### config.mk
export PLATFORM = sky130hd
export DESIGN_NAME = vga_sync_monitor
export DESIGN_NICKNAME = d
export VERILOG_FILES = /design/src/rtl/vga_timing_pkg.sv /design/src/rtl/vga_crc16_step.sv /design/src/rtl/vga_sync_monitor.sv
export SDC_FILE = /design/constraint.sdc
export NUM_CORES = 1
export LEC_CHECK = 0
export BUFFER_PORTS_ARGS = -buffer_cell sky130_fd_sc_hd__buf_4
export CORE_UTILIZATION = 40
export DETAILED_ROUTE_END_ITERATION = 7
export GPL_TIMING_DRIVEN = 0
export SKIP_LAST_GASP = 1
export SYNTH_ARGS = -nofsm -noshare
export SYNTH_HDL_FRONTEND = slang
export SYNTH_HIERARCHICAL = 1
export SYNTH_SLANG_ARGS = --single-unit
export TNS_END_PERCENT = 50
### constraint.sdc
create_clock -name clk -period 3.1 [get_ports clk]
set_clock_uncertainty 0.05 [all_clocks]
set_input_delay 0.465 -clock clk [delete_from_list [all_inputs] [get_ports clk]]
set_output_delay 0.465 -clock clk [all_outputs]
set_load 0.005 [all_outputs]
### src/rtl/vga_timing_pkg.sv
// Shared 640x480@60 timing defaults, FSM state encoding and CRC constants
// for the VGA sync monitor.
package vga_timing_pkg;

    localparam int DEF_H_TOTAL  = 800;
    localparam int DEF_H_SYNC   = 96;
    localparam int DEF_H_BP     = 48;
    localparam int DEF_H_ACTIVE = 640;
    localparam int DEF_V_TOTAL  = 525;
    localparam int DEF_V_SYNC   = 2;
    localparam int DEF_V_BP     = 33;
    localparam int DEF_V_ACTIVE = 480;
    localparam int DEF_CNT_W    = 11;

    localparam logic [1:0] SEARCH  = 2'd0;
    localparam logic [1:0] MEASURE = 2'd1;
    localparam logic [1:0] LOCKED  = 2'd2;

    localparam logic [15:0] CRC_POLY = 16'h1021;
    localparam logic [15:0] CRC_INIT = 16'hFFFF;

endpackage

### src/rtl/vga_crc16_step.sv
// Combinational CRC-16-CCITT advance over one 12-bit {r,g,b} pixel, MSB first.
// Ports: crc_in (current CRC), data (pixel), crc_out (next CRC).
module vga_crc16_step
    import vga_timing_pkg::*;
(
    input  logic [15:0] crc_in,
    input  logic [11:0] data,
    output logic [15:0] crc_out
);

    logic [15:0] c;

    always_comb begin
        c = crc_in;
        for (int i = 11; i >= 0; i--) begin
            if (c[15] ^ data[i])
                c = {c[14:0], 1'b0} ^ CRC_POLY;
            else
                c = {c[14:0], 1'b0};
        end
        crc_out = c;
    end

endmodule

### src/rtl/vga_sync_monitor.sv
// Receive-side VGA checker: measures line/frame timing, checksums the active
// picture and reports lock against the expected timing.
// Ports: clk, reset (async active-low), vga_h_sync/vga_v_sync/vga_r/g/b in;
// meas_valid, meas_h_total, meas_h_sync, meas_v_total, meas_v_sync,
// frame_sum, locked, timing_err out.
// Macro VGA_SYNC_MONITOR_CRC_EN: frame_sum is CRC-16-CCITT instead of a sum.
module vga_sync_monitor
    import vga_timing_pkg::*;
#(
    parameter int H_TOTAL     = DEF_H_TOTAL,
    parameter int H_SYNC      = DEF_H_SYNC,
    parameter int H_BP        = DEF_H_BP,
    parameter int H_ACTIVE    = DEF_H_ACTIVE,
    parameter int V_TOTAL     = DEF_V_TOTAL,
    parameter int V_SYNC      = DEF_V_SYNC,
    parameter int V_BP        = DEF_V_BP,
    parameter int V_ACTIVE    = DEF_V_ACTIVE,
    parameter int SYNC_NEG    = 1,
    parameter int LOCK_FRAMES = 2,
    parameter int CNT_W       = DEF_CNT_W
) (
    input  logic             clk,
    input  logic             reset,
    input  logic             vga_h_sync,
    input  logic             vga_v_sync,
    input  logic [3:0]       vga_r,
    input  logic [3:0]       vga_g,
    input  logic [3:0]       vga_b,
    output logic             meas_valid,
    output logic [CNT_W-1:0] meas_h_total,
    output logic [CNT_W-1:0] meas_h_sync,
    output logic [CNT_W-1:0] meas_v_total,
    output logic [CNT_W-1:0] meas_v_sync,
    output logic [15:0]      frame_sum,
    output logic             locked,
    output logic             timing_err
);

    localparam logic [CNT_W-1:0] CMAX  = '1;
    localparam logic [CNT_W-1:0] ONE   = CNT_W'(1);
    localparam logic [CNT_W-1:0] HT_C  = CNT_W'(H_TOTAL);
    localparam logic [CNT_W-1:0] HS_C  = CNT_W'(H_SYNC);
    localparam logic [CNT_W-1:0] VT_C  = CNT_W'(V_TOTAL);
    localparam logic [CNT_W-1:0] VS_C  = CNT_W'(V_SYNC);
    localparam logic [CNT_W-1:0] HA0   = CNT_W'(H_SYNC + H_BP);
    localparam logic [CNT_W-1:0] HA1   = CNT_W'(H_SYNC + H_BP + H_ACTIVE);
    localparam logic [CNT_W-1:0] VA0   = CNT_W'(V_SYNC + V_BP);
    localparam logic [CNT_W-1:0] VA1   = CNT_W'(V_SYNC + V_BP + V_ACTIVE);
    localparam logic [7:0]       LF_C  = 8'(LOCK_FRAMES);
    localparam logic             NEG   = (SYNC_NEG != 0);

`ifdef VGA_SYNC_MONITOR_CRC_EN
    localparam logic [15:0] ACC_INIT = CRC_INIT;
`else
    localparam logic [15:0] ACC_INIT = 16'h0000;
`endif

    // Syncs are normalised before the register so a reset value of 0
    // always means "inactive" and cannot fake a leading edge.
    logic             hs_a, vs_a, hs_p, vs_p;
    logic [11:0]      pix;
    logic [CNT_W-1:0] h_cnt, line_cnt, hs_wc, vs_wc, line_len, hs_w;
    logic [15:0]      acc, acc_upd;
    logic             frame_bad;
    logic [1:0]       state;
    logic [7:0]       match_cnt, mc_inc;

    logic             hs_e, vs_e, in_win, bad_now, match, lost;
    logic [CNT_W-1:0] h_inc, l_inc, hw_inc, vw_inc;
    logic [CNT_W-1:0] h_pos, l_pos, line_len_n, hs_w_n;

    always_ff @(posedge clk or negedge reset) begin
        if (!reset) begin
            hs_a <= 1'b0;
            vs_a <= 1'b0;
            hs_p <= 1'b0;
            vs_p <= 1'b0;
            pix  <= '0;
        end else begin
            hs_a <= NEG ? ~vga_h_sync : vga_h_sync;
            vs_a <= NEG ? ~vga_v_sync : vga_v_sync;
            hs_p <= hs_a;
            vs_p <= vs_a;
            pix  <= {vga_r, vga_g, vga_b};
        end
    end

    assign hs_e   = hs_a & ~hs_p;
    assign vs_e   = vs_a & ~vs_p;
    assign h_inc  = (h_cnt == CMAX) ? CMAX : h_cnt + ONE;
    assign l_inc  = (line_cnt == CMAX) ? CMAX : line_cnt + ONE;
    assign hw_inc = (hs_wc == CMAX) ? CMAX : hs_wc + ONE;
    assign vw_inc = (vs_wc == CMAX) ? CMAX : vs_wc + ONE;

    // Position of the pixel sampled this cycle; an edge cycle is position 0.
    assign h_pos = hs_e ? '0 : h_inc;
    assign l_pos = vs_e ? '0 : (hs_e ? l_inc : line_cnt);

    // Values including a line that closes in this very cycle.
    assign line_len_n = hs_e ? h_inc : line_len;
    assign hs_w_n     = hs_e ? hs_wc : hs_w;

    assign in_win  = (h_pos >= HA0) && (h_pos < HA1) &&
                     (l_pos >= VA0) && (l_pos < VA1);
    assign bad_now = hs_e && ((line_len_n != HT_C) || (hs_w_n != HS_C));
    assign match   = !(frame_bad || bad_now) &&
                     (l_inc == VT_C) && (vs_wc == VS_C);
    assign lost    = (h_cnt == CMAX) || (line_cnt == CMAX);
    assign mc_inc  = match_cnt + 8'd1;

`ifdef VGA_SYNC_MONITOR_CRC_EN
    vga_crc16_step u_crc (
        .crc_in  (acc),
        .data    (pix),
        .crc_out (acc_upd)
    );
`else
    assign acc_upd = acc + {12'd0, pix[11:8]} + {12'd0, pix[7:4]} +
                     {12'd0, pix[3:0]};
`endif

    always_ff @(posedge clk or negedge reset) begin
        if (!reset) begin
            h_cnt     <= '0;
            line_cnt  <= '0;
            hs_wc     <= '0;
            vs_wc     <= '0;
            line_len  <= '0;
            hs_w      <= '0;
            frame_bad <= 1'b0;
            acc       <= ACC_INIT;
        end else begin
            h_cnt    <= h_pos;
            line_cnt <= l_pos;
            line_len <= line_len_n;
            hs_w     <= hs_w_n;
            if (hs_e)
                hs_wc <= ONE;
            else if (hs_a)
                hs_wc <= hw_inc;
            // A coincident hsync edge is the first line of the vsync pulse.
            if (vs_e)
                vs_wc <= hs_e ? ONE : '0;
            else if (vs_a && hs_e)
                vs_wc <= vw_inc;
            frame_bad <= vs_e ? 1'b0 : (frame_bad | bad_now);
            if (vs_e)
                acc <= ACC_INIT;
            else if (in_win)
                acc <= acc_upd;
        end
    end

    always_ff @(posedge clk or negedge reset) begin
        if (!reset) begin
            state        <= SEARCH;
            match_cnt    <= '0;
            locked       <= 1'b0;
            meas_valid   <= 1'b0;
            timing_err   <= 1'b0;
            meas_h_total <= '0;
            meas_h_sync  <= '0;
            meas_v_total <= '0;
            meas_v_sync  <= '0;
            frame_sum    <= '0;
        end else begin
            meas_valid <= 1'b0;
            timing_err <= 1'b0;
            if (state != SEARCH && lost) begin
                state      <= SEARCH;
                locked     <= 1'b0;
                match_cnt  <= '0;
                timing_err <= 1'b1;
            end else if (vs_e) begin
                if (state == SEARCH) begin
                    state     <= MEASURE;
                    match_cnt <= '0;
                end else begin
                    meas_valid   <= 1'b1;
                    meas_h_total <= line_len_n;
                    meas_h_sync  <= hs_w_n;
                    meas_v_total <= l_inc;
                    meas_v_sync  <= vs_wc;
                    frame_sum    <= acc;
                    if (!match) begin
                        state      <= MEASURE;
                        locked     <= 1'b0;
                        match_cnt  <= '0;
                        timing_err <= 1'b1;
                    end else if (state != LOCKED) begin
                        if (mc_inc >= LF_C) begin
                            state  <= LOCKED;
                            locked <= 1'b1;
                        end
                        match_cnt <= mc_inc;
                    end
                end
            end
        end
    end

endmodule

Word level (Yosys, flattened, before mapping)
Cells that the tools add are included.
{ "word_totals": {"out_inout_bits": 63, "wordCells": 122, "reg_bits": 172, "inputBits": 16} }
{ "op_classes": {"add_sub_neg": 8, "muxes": 41, "magnitude_cmp": 5, "bitwise_logic": 9, "eq_ne": 14, "reduce_logical": 22} }
{ "ops": {"columns": ["cell", "count"], "rows": [
  ["two-way mux 11 bit", 13],
  ["adder 16 x 4 -> 16 bit", 3],
  ["adder 11 x 1 -> 11 bit (second input constant)", 4],
  ["== test 11 bit (second input constant)", 4],
  ["two-way mux 8 bit", 5],
  ["two-way mux 16 bit", 2],
  ["less-than comparator 11 x 10 -> 1 bit (second input constant)", 2],
  ["two-way mux 1 bit", 15],
  ["two-way mux 2 bit", 6],
  ["== test 11 x 10 -> 1 bit (second input constant)", 1],
  ["== test 11 x 2 -> 1 bit (second input constant)", 1],
  ["greater-or-equal comparator 11 x 6 -> 1 bit (second input constant)", 1],
  ["greater-or-equal comparator 11 x 8 -> 1 bit (second input constant)", 1],
  ["inequality test 11 x 10 -> 1 bit (second input constant)", 1],
  ["inequality test 11 x 7 -> 1 bit (second input constant)", 1],
  ["nonzero test 2 bit", 5],
  ["adder 8 x 1 -> 8 bit (second input constant)", 1],
  ["greater-or-equal comparator 8 x 2 -> 1 bit (second input constant)", 1],
  ["logical AND 1 bit", 8],
  ["inequality test 4 x 1 -> 1 bit (second input constant)", 2],
  ["inequality test 3 x 1 -> 1 bit (second input constant)", 2],
  ["inverter 1 bit", 6],
  ["AND reduction 3 bit", 2],
  ["inequality test 2 bit (second input constant)", 2],
  ["7 further kinds", 10]
]} }

Logic depth before layout (Yosys ltp)
Gate-level depths: netlist (run 1).
{ "logic_depth": {"depth_word": 14, "ltp_mapped": 12} }

Least setup slack after synthesis (run 1)
Ideal clock, no wire load.
{ "synth_path": {"path_type": "reg2reg", "start": "register pix[1]", "end": "register acc[9]", "setup_ps": 78, "path_buffers": 0, "slack_ps": -31, "arrival_ps": 3003, "stages_incl_launch_ff": 11, "synth_period_minus_slack_ps": 3131, "path_cell_list": "dfrtp_1 -> fa_1 -> fa_1 -> ha_1 -> fa_1 -> a21o_1 -> a21o_1 -> a21oi_1 -> or3b_2 -> or3_1 -> a21oi_1"} }
{ "synth_between": {"elab_chain_len": 3} }
{ "synth_lines": {"columns": ["element", "line_no", "source"], "rows": [
  ["start, declared", "vga_sync_monitor.sv:61", "logic [11:0] pix;"],
  ["start signal, assigned", "vga_sync_monitor.sv:84", "pix <= {vga_r, vga_g, vga_b};"],
  ["adder 16 x 4 -> 16 bit", "vga_sync_monitor.sv:118", "assign acc_upd = acc + {12'd0, pix[11:8]} + {12'd0, pix[7:4]} +"],
  ["two-way mux 16 bit", "vga_sync_monitor.sv:149", "else if (in_win)"],
  ["two-way mux 16 bit", "vga_sync_monitor.sv:147", "if (vs_e)"],
  ["end signal, assigned", "vga_sync_monitor.sv:150", "acc <= acc_upd;"],
  ["end, declared", "vga_sync_monitor.sv:63", "logic [15:0] acc, acc_upd;"]
]} }
Every way passes these cells. The select of a mux whose other input is x is not followed.
A chain may end at the register's enable or synchronous reset.

Worst setup path after layout (run 1)
{ "layout_path": {"start": "register pix[9]", "end": "register acc[9]"} }
{ "layout_between": {"elab_chain_len": 5} }
{ "layout_lines": {"columns": ["element", "line_no"], "rows": [
  ["adder 16 x 4 -> 16 bit (3 in a row)", "vga_sync_monitor.sv:118"],
  ["two-way mux 16 bit", "vga_sync_monitor.sv:149"],
  ["two-way mux 16 bit", "vga_sync_monitor.sv:147"]
]} }
Every way passes these cells. The select of a mux whose other input is x is not followed.

==> run metrics, run 1 <==
share of the yosys chip area belonging to registers=0.524; clock buffers created by TritonCTS=17; antenna violation net count after detailed routing=0; Detailed Route WL=19.7 mm; top library cells by usage in the layout, fill and taps aside=sky130_fd_sc_hd__dfrtp_1 (170), sky130_fd_sc_hd__nand2_1 (165), sky130_fd_sc_hd__buf_4 (96), sky130_fd_sc_hd__a21oi_1 (54), sky130_fd_sc_hd__o21ai_0 (44); clk buf depth=2; TNS Setup=-68.4 ps; number of buffer and inverter instances along the worst setup path=0; worst-margin pin slew=625 ps; hold-critical path endpoint=pix[10]; Die ar.=21100 um^2; maximum fanout along the worst path=2; DIE WIDTH=145 um; Skew-Pair Late Insertion Delay=420 ps; post-route worst hold slack=96.7 ps; total of fill cells in the finished design=1907; total power draw=5.33 mW; WP data required=3400 ps; Tcrit/Tclk final=1.02; normalized max-slew margin=0.584; number of design-rule violations left by the first detailed-router iteration=401; VDD IR max=0.365 mV; most common cell after layout, fill and taps aside=sky130_fd_sc_hd__dfrtp_1; Slowest Stage Delay on Critical Path=500 ps; antenna violations before repair=0; met2 usage=0.301; Crit Path Class=reg -> reg; CP Capture Type=flip-flop; RePlAce Congestion=0.885; ratio of routed vias to standard cells=5.32; CP Cell Sequence=fa_1, fa_1, ha_2, fa_2, a21o_1, a21o_1, a21oi_4, or3b_4, or3_4, a21oi_2; quantity of I/O buffers inserted on ports=78; count of mapped cells out of synthesis=824; run status=finished with violations; worst path setup slack after routing=-54.8 ps; proportion of netlist area held by the largest area contributor=0.524; via count of the first global-routing pass=6341; Crit-path slowest cell=sky130_fd_sc_hd__fa_1; via count=6495; clock input transition at the sequential cells of the worst setup and hold paths=70 ps; synth-to-layout area growth=22.5%; clock sink count=172; min cycle time layout=3150 ps; category of cells accounting for the largest share of critical-path delay=adder cells; Yosys cell types=79; max-cap viol count=0; most frequently used flop master after synthesis=sky130_fd_sc_hd__dfrtp_1; drt first pass iters=5; Final Net Count=977; floorplan row count=52; P_leak=4.67 nW; Hold Vio Cnt, Final=0; utilization after layout=0.499; count of H-tree levels built during CTS=4; global-route layer with the greatest usage=met2; clock root buffer master=sky130_fd_sc_hd__clkbuf_16; antenna cells=0; Post-Synthesis Net Count=862; maximum number of pins on one net before global-route repair=118; Remaining DRCs=0; worst hold path class=in -> reg; detail-routed net length per standard cell=16.1 um; Critical Path Source Type=flip-flop; met1 usage=0.284; source of the worst register-to-register timing path=pix[9]; f_max=0.317 GHz; Post-synth ARST share=1.00; met3 Use GR=0.0302; worst setup slack for register-to-register paths=-50 ps; ratio of cells with drive above 1 in the final layout=0.224; Worst Hold Launch=vga_r[2]; number of cells on the worst reg-to-reg path=10; core area=20200 um^2; capture point of the worst reg-to-reg path=acc[9]; Power Dens Cells=530 nW/um^2; Slew Viols, Final=0; worst hold stages=1; cell area after technology mapping=8210 um^2; number of flops mapped to enable cells by yosys=0; flop and latch count out of synthesis=172; violations in the final reports=negative setup slack; cell type contributing the most total cell area after synthesis=sky130_fd_sc_hd__dfrtp_1; Yosys warnings=6; wire length of the first global-routing pass=33.2 mm; Die Ht=145 um; top-level I/O count=79; GRT Util Overall=0.196; Avg Synthesized Cell Area=9.97 um^2; placed wire-length estimate=13.6 mm; effective utilization at floorplan=0.407; Setup Viol. Count Final=2; setup repair after global routing missed its margin=true; CTS tree=yes; overflow left after global routing=0; largest cells by area after synthesis=sky130_fd_sc_hd__dfrtp_1 (52%), sky130_fd_sc_hd__nand2_1 (7.5%), sky130_fd_sc_hd__a21oi_1 (3.6%), sky130_fd_sc_hd__mux2_2 (2.9%), sky130_fd_sc_hd__o21ai_0 (2.7%); arrival time reported for the critical path endpoint=3450 ps
[cell type report]
class | count | area, um^2 | area share
Sequential cell | 172 | 4310 | 0.428
Clock buffer | 19 | 433 | 0.0431
Clock inverter | 13 | 168 | 0.0167
Timing Repair Buffer | 96 | 748 | 0.0744
Tap cell | 270 | 338 | 0.0336
Buffer | 45 | 245 | 0.0244
Inverter | 25 | 93.8 | 0.00933
Multi-Input combinational cell | 582 | 3720 | 0.370
[worst max path at each step]
stage            from  depth (start not counted)            to
4_1_cts        pix[1]                         10        acc[9]
6_report       pix[9]                         10        acc[9]
3_3_place_gp     hs_a                          8  match_cnt[4]
3_5_place_dp     hs_a                          8  match_cnt[4]
5_1_grt        pix[9]                         10        acc[9]
2_1_floorplan  pix[9]                         10        acc[9]
[state kept, by name (all words and copies together) (netlist names), 2 cells and up]
name          count
acc              16
frame_sum        16
h_cnt            11
hs_w             11
hs_wc            11
line_cnt         11
line_len         11
match_cnt         8
meas_h_sync      11
meas_h_total     11
meas_v_sync      11
meas_v_total     11
pix              12
state             2
vs_wc            11
[per-stage QoR]
stage / worst slack, ps / area (um^2) / instances
floorplan: 29.4 / 8220 / 824
global placement: -276 / 9140 / 1172
detailed placement: -320 / 9180 / 1173
CTS: -65.6 / 9910 / 1211
global route: -187 / 10100 / 1222
finish: -54.8 / 10100 / 1222
[cells by family after synthesis]
| logic type | count (synthesis) | synth area share |
|---|---|---|
| simple gates | 330 | 0.192 |
| compound gates | 190 | 0.154 |
| flops | 172 | 0.524 |
| buf+inv | 70 | 0.0402 |
| mux | 23 | 0.0312 |
| fa+ha+maj | 22 | 0.0408 |
| xor+xnor | 17 | 0.0181 |
[cell usage after synthesis (4+ instances only)]
cell                       count
sky130_fd_sc_hd__a21o_1        8
sky130_fd_sc_hd__a21oi_1      59
sky130_fd_sc_hd__a31oi_1      11
sky130_fd_sc_hd__and2_1        6
sky130_fd_sc_hd__and3_1       16
sky130_fd_sc_hd__buf_1         7
sky130_fd_sc_hd__buf_2         7
sky130_fd_sc_hd__clkbuf_1     22
sky130_fd_sc_hd__dfrtp_1     172
sky130_fd_sc_hd__fa_1          8
sky130_fd_sc_hd__ha_1         14
sky130_fd_sc_hd__inv_1        24
sky130_fd_sc_hd__mux2_2       21
sky130_fd_sc_hd__nand2_1     165
sky130_fd_sc_hd__nand2b_1      4
sky130_fd_sc_hd__nand3_1      31
sky130_fd_sc_hd__nand4_1      13
sky130_fd_sc_hd__nor2_1       35
sky130_fd_sc_hd__nor3_1       13
sky130_fd_sc_hd__nor4_1       10
sky130_fd_sc_hd__o21ai_0      45
sky130_fd_sc_hd__o21ai_1       9
sky130_fd_sc_hd__o22ai_1       4
sky130_fd_sc_hd__o31ai_1      11
sky130_fd_sc_hd__or3_1         8
sky130_fd_sc_hd__or4_1         6
sky130_fd_sc_hd__xnor2_1      11
sky130_fd_sc_hd__xor2_1        6
[repair_timing]
action	CTS	global route
hold buffers	1	0
pin swaps	9	21
setup endpoints to repair	65	25
buffers inserted	5	11
endpoints found under the hold margin	55	0
resized for setup	17	19
[where the power goes]
part	leakage [nW]	switching [mW]	internal (mW)
sequential	2.29	0.104	2.39
combinational	2.09	0.356	0.302
clock	0.281	0.906	1.28
[metal layers]
| layer | up-vias | routed length (um) |
|---|---|---|
| li1 | 3133 | - |
| met3 | 25 | 547 |
| met1 | 3220 | 9580 |
| met5 | - | 0 |
| met4 | 0 | 319 |
| met2 | 117 | 9270 |
Power figures use the tool's default switching activity.
==> run 2: changes to the inputs <==
- GPL_ROUTABILITY_DRIVEN: unset -> 0
- PLACE_DENSITY: unset -> 0.58
==> run 2 against run 1 <==
Against the previous run:
- the run ends with negative hold slack, negative setup slack left
- final cell count down 0.57%
- critical path type unchanged
- maximum frequency up 0.39%
- via count down 0.37%
- global-route usage up 0.082 points
- flip-flop and latch count unchanged
- final area up 0.60%
- critical endpoint unchanged
- combinational power up 1%
- hold slack worse by 130 ps
- die area unchanged
==> run metrics, run 2 (synthesized netlist as in run 1, its figures left out) <==
quantity of I/O buffers inserted on ports=78; drt first pass iters=5; post-route worst hold slack=-37.0 ps; core area=20200 um^2; violations in the final reports=negative hold slack, negative setup slack; effective utilization at floorplan=0.407; post-place setup slack=-565 ps; antenna violation net count after detailed routing=0; worst path setup slack after routing=-42.7 ps; floorplan row count=52; run status=finished with violations; Final Net Count=972; Crit Path Class=reg -> reg; CP Capture Type=flip-flop; clock root buffer master=sky130_fd_sc_hd__clkbuf_16; antenna cells=0; area of the multi-input gates=3790 um^2; antenna violations before repair=0; setup repair after global routing missed its margin=true; placed cell count=1173; CTS tree=yes; category of cells accounting for the largest share of critical-path delay=adder cells; design area=10100 um^2; top library cells by usage in the layout, fill and taps aside=sky130_fd_sc_hd__dfrtp_1 (171), sky130_fd_sc_hd__nand2_1 (165), sky130_fd_sc_hd__buf_4 (90), sky130_fd_sc_hd__a21oi_1 (54), sky130_fd_sc_hd__o21ai_0 (45); max-cap viol count=0; VDD IR max=0.403 mV; worst hold path class=in -> async; number of buffer and inverter instances along the worst setup path=0; Setup Viol. Count Final=1; via count=6471; wire length of the first global-routing pass=32.8 mm; maximum number of pins on one net before global-route repair=88; worst-margin pin slew=668 ps; WP data required=3410 ps; detail-routed net length per standard cell=16.8 um; largest registers ranked by flip-flop count=acc (16), frame_sum (16), pix (12); normalized max-slew margin=0.555; Critical Path Source Type=flip-flop; cell internal power dissipation=4.08 mW; synth-to-layout area growth=23.2%; overflow left after global routing=0; CP Cell Sequence=fa_1, fa_1, ha_4, fa_2, a21o_1, a21o_1, a21oi_4, or3b_4, or3_4, a21oi_2; sw frac=0.250; number of buffers inserted for hold repair after clock tree synthesis=0; Slowest Stage Delay on Critical Path=540 ps; Crit-path slowest cell=sky130_fd_sc_hd__fa_1; final cell count without fillers=1215; clk buf depth=2; Skew-Pair Late Insertion Delay=430 ps; part of the power in combinational logic=0.123; Tcrit/Tclk final=1.01; ratio of cells with drive above 1 in the final layout=0.228; ratio of routed vias to standard cells=5.33; Die ar.=21100 um^2; P_leak=4.69 nW; placed wire-length estimate=13.9 mm; GRT Util Overall=0.197; clock sink count=172; min cycle time layout=3140 ps; via count of the first global-routing pass=6247; maximum fanout along the worst path=2; arrival time reported for the critical path endpoint=3450 ps; count of H-tree levels built during CTS=4; Die Ht=145 um; Storage cell area=4310 um^2; TNS Setup=-42.7 ps; clock input transition at the sequential cells of the worst setup and hold paths=60 ps; total cell area at the placement stage=9180 um^2; switching power total=1.36 mW; clock network fraction of design power=0.419; f_max=0.318 GHz; top-level I/O count=79; Detailed Route WL=20.4 mm; Remaining DRCs=0; share of total power in sequential cells=0.458; Hold Vio Cnt, Final=17; Slew Viols, Final=0; number of design-rule violations left by the first detailed-router iteration=347; Power Dens Cells=537 nW/um^2; DIE WIDTH=145 um; total of fill cells in the finished design=1944; most common cell after layout, fill and taps aside=sky130_fd_sc_hd__dfrtp_1; clock buffers created by TritonCTS=17
## run 2: cell types whose count changed in the layout (fill, tap and decap cells not counted), moves of 2 or more
cell                         delta
sky130_fd_sc_hd__clkinvlp_4     -4
sky130_fd_sc_hd__clkbuf_1       -2
sky130_fd_sc_hd__a311oi_4       +2
sky130_fd_sc_hd__buf_6          +3
sky130_fd_sc_hd__clkbuf_8       +2
sky130_fd_sc_hd__a311oi_2       -2
sky130_fd_sc_hd__buf_4          -6
## run 2: path summary, 6_finish.rpt
kind / cells after the start / startpoint / slack [ps] / to
worst max-delay path: 10 / pix[9] / -40 / acc[9]
max in group asynchronous: 2 / reset / 2170 / hs_wc[2]
worst min-delay path: 1 / reset / -40 / frame_sum[8]
worst max register to register: 10 / pix[9] / -40 / acc[9]
min in group clk: 1 / vga_g[2] / 90 / pix[6]
worst min register to register: 0 / hs_a / 400 / hs_p
## run 2: per-layer routing
layer / wire, um / vias to the layer above / track usage
met2: 9750 / 116 / 0.307
met4: 180 / 0 / 0.0547
li1: - / 3125 / -
met3: 683 / 13 / 0.0365
met5: 0 / - / 0
met1: 9790 / 3217 / 0.281
## run 2: metrics by stage
stage | util | power (mW) | hold WS (ps)
after floorplan | - | 2.86 | 119
after global placement | 0.453 | 3.13 | 377
after detailed placement | 0.455 | 3.15 | 372
after CTS | 0.490 | 5.44 | 0.618
after global routing | 0.502 | 5.66 | 19.9
final | 0.502 | 5.44 | -37.0
## run 2: cell type report
class | count | share of cell area
flip-flops and latches | 172 | 0.426
multi-input cells | 582 | 0.375
repair buffers | 91 | 0.0714
clock buffers | 20 | 0.0451
well taps | 270 | 0.0334
plain buffers | 45 | 0.0244
clock inverters | 10 | 0.0163
inverters | 25 | 0.00928
## run 2: power groups by stage
stage / Clock (mW) / Sequential (mW) / Combinational, mW
after floorplan: 0 / 2.51 / 0.346
final: 2.28 / 2.49 / 0.667
after detailed placement: 0 / 2.53 / 0.616
after CTS: 2.31 / 2.49 / 0.632
after global routing: 2.41 / 2.51 / 0.746
after global placement: 0 / 2.53 / 0.604
## run 2: repair_timing
action / 4_1_cts / 5_1_grt
endpoints found under the setup margin: 66 / 63
pin swaps: 8 / 20
resized for setup: 16 / 30
setup buffers: 3 / 10
gates cloned: 0 / 0
